--- src/rtl/uart_cmd_pkg.sv ---
// Shared types and helpers for the UART command deframer: FSM states,
// frame geometry, default sync marker and the checksum test.
package uart_cmd_pkg;

    typedef enum logic [2:0] {
        HUNT = 3'd0,
        OPC  = 3'd1,
        DHI  = 3'd2,
        DLO  = 3'd3,
        CHK  = 3'd4
    } deframe_state_t;

    localparam int          FRAME_LEN    = 5;
    localparam logic [7:0]  DEFAULT_SYNC = 8'hA5;

    // A frame is good when opcode, payload and checksum sum to zero mod 256.
    function automatic logic chk_ok(
        input logic [7:0] opc,
        input logic [7:0] dhi,
        input logic [7:0] dlo,
        input logic [7:0] chk
    );
        logic [7:0] sum;
        sum = opc + dhi + dlo + chk;
        return (sum == 8'h00);
    endfunction

endpackage

--- src/rtl/byte_tmo_timer.sv ---
// Inter-byte watchdog: counts idle cycles while enabled and flags the cycle
// in which the count reaches TMO_CYCLES-1 without a clearing byte.
module byte_tmo_timer #(
    parameter int TMO_CYCLES = 260400,
    parameter int TMO_W      = 19
) (
    input  logic clk,
    input  logic rst_n,
    input  logic clr,
    input  logic en,
    output logic expire
);

    logic [TMO_W-1:0] cnt_q;
    logic [TMO_W-1:0] cnt_d;

    // A byte in the terminal cycle suppresses the expiry.
    assign expire = en && !clr && (cnt_q == TMO_W'(TMO_CYCLES - 1));

    always_comb begin
        cnt_d = cnt_q + TMO_W'(1);
        if (clr || !en || expire) begin
            cnt_d = '0;
        end
    end

    always_ff @(posedge clk or negedge rst_n) begin
        if (!rst_n) begin
            cnt_q <= '0;
        end else begin
            cnt_q <= cnt_d;
        end
    end

endmodule

--- src/rtl/uart_cmd_deframer.sv ---
// Consumes UART bytes, hunts for the sync marker, assembles 5-byte frames and
// presents checksum-validated opcode/data with corrupt/timeout/overrun pulses.
module uart_cmd_deframer
    import uart_cmd_pkg::*;
#(
    parameter logic [7:0] SYNC_BYTE  = DEFAULT_SYNC,
    parameter int         TMO_CYCLES = 260400,
    parameter int         TMO_W      = 19
) (
    input  logic        clk,
    input  logic        rst_n,
    input  logic [7:0]  rx_data,
    input  logic        rx_rdy,
    output logic        clr_rx_rdy,
    output logic [7:0]  cmd,
    output logic [15:0] data,
    output logic        cmd_rdy,
    input  logic        clr_cmd_rdy,
    output logic        chk_err,
    output logic        tmo_err,
    output logic        ovr_err
);

    deframe_state_t state_q, state_d;
    logic [7:0]  opc_q, opc_d;
    logic [7:0]  dhi_q, dhi_d;
    logic [7:0]  dlo_q, dlo_d;
    logic [7:0]  cmd_q, cmd_d;
    logic [15:0] data_q, data_d;
    logic        cmd_rdy_q, cmd_rdy_d;
    logic        chk_err_q, chk_err_d;
    logic        tmo_err_q, tmo_err_d;
    logic        ovr_err_q, ovr_err_d;
    logic        tmo_expire;

    byte_tmo_timer #(
        .TMO_CYCLES (TMO_CYCLES),
        .TMO_W      (TMO_W)
    ) u_tmo (
        .clk    (clk),
        .rst_n  (rst_n),
        .clr    (rx_rdy),
        .en     (state_q != HUNT),
        .expire (tmo_expire)
    );

    always_ff @(posedge clk or negedge rst_n) begin
        if (!rst_n) begin
            state_q   <= HUNT;
            opc_q     <= 8'h00;
            dhi_q     <= 8'h00;
            dlo_q     <= 8'h00;
            cmd_q     <= 8'h00;
            data_q    <= 16'h0000;
            cmd_rdy_q <= 1'b0;
            chk_err_q <= 1'b0;
            tmo_err_q <= 1'b0;
            ovr_err_q <= 1'b0;
        end else begin
            state_q   <= state_d;
            opc_q     <= opc_d;
            dhi_q     <= dhi_d;
            dlo_q     <= dlo_d;
            cmd_q     <= cmd_d;
            data_q    <= data_d;
            cmd_rdy_q <= cmd_rdy_d;
            chk_err_q <= chk_err_d;
            tmo_err_q <= tmo_err_d;
            ovr_err_q <= ovr_err_d;
        end
    end

    // A received byte always takes priority over a simultaneous expiry.
    always_comb begin
        state_d = state_q;
        if (rx_rdy) begin
            case (state_q)
                HUNT:    state_d = (rx_data == SYNC_BYTE) ? OPC : HUNT;
                OPC:     state_d = DHI;
                DHI:     state_d = DLO;
                DLO:     state_d = CHK;
                CHK:     state_d = HUNT;
                default: state_d = HUNT;
            endcase
        end else if (tmo_expire) begin
            state_d = HUNT;
        end
    end

    always_comb begin
        opc_d     = opc_q;
        dhi_d     = dhi_q;
        dlo_d     = dlo_q;
        cmd_d     = cmd_q;
        data_d    = data_q;
        cmd_rdy_d = cmd_rdy_q && !clr_cmd_rdy;
        chk_err_d = 1'b0;
        ovr_err_d = 1'b0;
        tmo_err_d = tmo_expire && !rx_rdy;
        if (rx_rdy) begin
            case (state_q)
                OPC: opc_d = rx_data;
                DHI: dhi_d = rx_data;
                DLO: dlo_d = rx_data;
                CHK: begin
                    if (chk_ok(opc_q, dhi_q, dlo_q, rx_data)) begin
                        cmd_d     = opc_q;
                        data_d    = {dhi_q, dlo_q};
                        cmd_rdy_d = 1'b1;
                        ovr_err_d = cmd_rdy_q && !clr_cmd_rdy;
                    end else begin
                        chk_err_d = 1'b1;
                    end
                end
                default: ;
            endcase
        end
    end

    assign clr_rx_rdy = rx_rdy;
    assign cmd        = cmd_q;
    assign data       = data_q;
    assign cmd_rdy    = cmd_rdy_q;
    assign chk_err    = chk_err_q;
    assign tmo_err    = tmo_err_q;
    assign ovr_err    = ovr_err_q;

endmodule
--- config.mk ---
export PLATFORM = sky130hd
export DESIGN_NAME = uart_cmd_deframer
export DESIGN_NICKNAME = d
export VERILOG_FILES = /design/src/rtl/uart_cmd_pkg.sv /design/src/rtl/byte_tmo_timer.sv /design/src/rtl/uart_cmd_deframer.sv
export SDC_FILE = /design/constraint.sdc
export NUM_CORES = 1
export LEC_CHECK = 0
export CAP_MARGIN = 20
export CORE_AREA = 4 4 87 89
export DETAILED_ROUTE_END_ITERATION = 12
export DIE_AREA = 0 0 91 93
export PLACE_DENSITY = 0.77
export SYNTH_ARGS = -nofsm -noshare
export SYNTH_HDL_FRONTEND = slang
export SYNTH_SLANG_ARGS = --single-unit
export TNS_END_PERCENT = 1
--- constraint.sdc ---
create_clock -name clk -period 8.6 [get_ports clk]
set_clock_uncertainty 0.2 [all_clocks]
set_input_delay 1.72 -clock clk [delete_from_list [all_inputs] [get_ports clk]]
set_output_delay 1.72 -clock clk [all_outputs]
set_load 0.05 [all_outputs]
==> impl_metrics.toml <==
[status]
status = "finished, final reports clean"

[finish]
n_antenna_cell = 0
fin_area_mm2 = 0.00437
layoutNonFillerInstCount = 415
fillers = 497
final_nets = 364
area_growth_syn_to_layout_pct = 18.4
drive_gt1_frac = 0.215

[die]
die_height_um = 93
start_util = 0.546
io_pins = 41
die_area_mm2 = 0.00846
die_w_um = 91
rows = 30
core_mm2 = 0.00676

[synth]
yosysSeqAreaShare = 0.502
synthArstFlopShare = 1.00
synthTopCellsByArea = "dfrtp_1, mux2_2, mux2_4, fa_1, xnor2_1"
synth_top_area_share = 0.502
synth_top_area_cell = "dfrtp_1"
synth_edf_count = 0
synth_nets = 320
yosys_warnings = 0
yosys_register_bits = 74
synth.cell_area_mm2 = 0.00369
synth_cells = 286
avgSynthCellArea_um2 = 12.9
ys_types = 41
synth_top_flop_cell = "dfrtp_1"

[timing]
maxSlewHeadroom = 0.303
finalCritPeriodShare = 0.665
holdWs_ns = 0.280
rsz0062_at_grt = "no"
worst_pin_slew_ns = 1.04
min_period_ns = 5.71
hold_viol_final = 0
fin_setup_tns_ns = 0
setup_viol = 0
fmax_mhz = 175
worst_slack_ns = 2.89
slew_violations = 0

[detailed_routing]
drc = 0
vias = 2175
first_iter_violations = 109
avgRoutedWirePerCell_um = 15.4
dr.pass1.iters = 4
antenna_left = 0
drt_wl_total_um = 6410
routed_via_density = 5.24

[cts]
clockBufferDepth = 2
path_clk_slew_ns = 0.07
clock_latency_ns = 0.36
post-cts-setup-buffer-count = 0
ctsRootBufferMaster = "clkbuf_8"
cts-resized-gates = 0
postCtsHoldBufs = 0
numCtsBuffers = 9
htree_levels = 3
cts_tree = "built"
cts_sinks = 74

[power]
power.density_mw_per_mm2 = 359
vdd_drop_max_v = 0.000243
leakage_nw = 1.99

[critical_path]
cp_common_cell = "fa_1"
criticalPathCategory = "in2reg"
critPathMaxFanout = 25
cp_cell_sequence = "clkdlybuf4s50_1, fa_1, fa_1, ha_1, inv_1, fa_1, nand2b_1, a21oi_1, a31oi_1, xnor2_2, nand4_4, mux2_4"
worst_setup_path_end_kind = "flop"
required_ns = 8.63
cpLargestDelayFamily = "adder cells"
worstSetupStartpointType = "input port"
worst-path-buf-inv = 2
slowest_stage = "fa_1"
worstPathArrival_ns = 5.75
slowest_delay_ns = 0.54

[placed_design]
hpwl_um = 4450
dpl_worst_slack_ns = 2.47
placed_area_mm2 = 0.00414
io_buffers = 40
gp_congestion = 0.815
place_inst = 399

[global_routing]
grt_antenna_before_repair = 0
grt_first_pass_wirelength_um = 11200
grt_start_max_net_pins = 75
grt_pass1_vias = 2275
overflow = 0
grtUsageTotal = 0.171

[flow_run]
max_cap_viol_count = 0

[worst_hold_path]
hp-class = "reg2reg"
-- layer usage --
metal / vias up / global-route usage / part of all wire
met5: - / 0 / 0
met4: 0 / 0.0879 / 0.026
met3: 14 / 0.0491 / 0.038
met2: 45 / 0.244 / 0.44
met1: 1059 / 0.239 / 0.49
li1: 1057 / - / -
-- registers in the layout (all words and copies together), names as in the netlist, 3 cells and up --
name / count
cmd: 8
data: 16
dhi_q: 8
dlo_q: 8
opc_q: 8
state_q: 3
u_tmo.cnt_q: 19
-- per-stage QoR --
step	total power [mW]	util
after floorplan	1.14	-
after global placement	1.25	0.613
after detailed placement	1.28	0.613
after CTS	1.59	0.646
after global routing	1.72	0.646
final	1.57	0.646
-- logic make-up (layout without fill, tap and decap cells) --
family | after synthesis | count (layout) | share of synthesized area
AOI/OAI and AO/OA | 15 | 15 | 0.0275
and+or+nand+nor | 82 | 82 | 0.115
adders and majority gates | 22 | 22 | 0.103
DFF | 74 | 74 | 0.502
buffers and inverters | 21 | 70 | 0.0271
xor gates and xnor gates | 27 | 27 | 0.0682
muxes | 45 | 45 | 0.157
-- worst paths after layout --
check | from | to | slack, ns | cells past startpoint
setup / recovery | rx_data[1] | data[7] | 2.89 | 12
setup reg to reg | opc_q[1] | data[7] | 4.37 | 11
min in group asynchronous | rst_n | u_tmo.cnt_q[18] | 1.36 | 2
hold / removal | u_tmo.cnt_q[0] | u_tmo.cnt_q[0] | 0.28 | 1
max in group asynchronous | rst_n | dlo_q[0] | 6.23 | 2
hold reg to reg | u_tmo.cnt_q[0] | u_tmo.cnt_q[0] | 0.28 | 1
-- placed cells by master, fill, tap and decap left out, drive strengths merged, types with 10 or more instances in the layout --
cell type | Yosys | routed
clkbuf | 3 | 10
xor2 | 12 | 12
mux2 | 45 | 45
nand2 | 13 | 13
inv | 13 | 13
nand3 | 11 | 11
dfrtp | 74 | 74
clkdlybuf4s50 | 0 | 39
nor2 | 32 | 32
fa | 14 | 14
xnor2 | 15 | 15
-- power by group --
group          internal, mW  total, mW  switching (mW)
clock network         0.172      0.304           0.133
registers             0.414      0.481          0.0667
logic                 0.357      0.784           0.427
-- layout make-up --
| class | count | area, µm² | area share |
|---|---|---|---|
| flip-flops and latches | 74 | 1850 | 0.424 |
| multi-input cells | 191 | 1740 | 0.397 |
| repair buffers | 41 | 403 | 0.0923 |
| clock buffers | 10 | 138 | 0.0315 |
| well taps | 80 | 100 | 0.0229 |
| clock inverters | 6 | 90.1 | 0.0206 |
| inverters | 13 | 48.8 | 0.0112 |
-- cell usage after synthesis, drive strengths merged, types with 2 or more instances --
cell    number
a31oi        2
a21o         2
or3          2
nor3         7
nand2b       2
a21oi        3
buf          5
clkbuf       3
mux2        45
nor4bb       2
nand4        3
fa          14
nor3b        2
dfrtp       74
o21ai        4
xor2        12
nor2        32
ha           8
nand2       13
nor4         3
xnor2       15
nand3       11
inv         13
No activity file was read; power rests on OpenSTA's default activity.
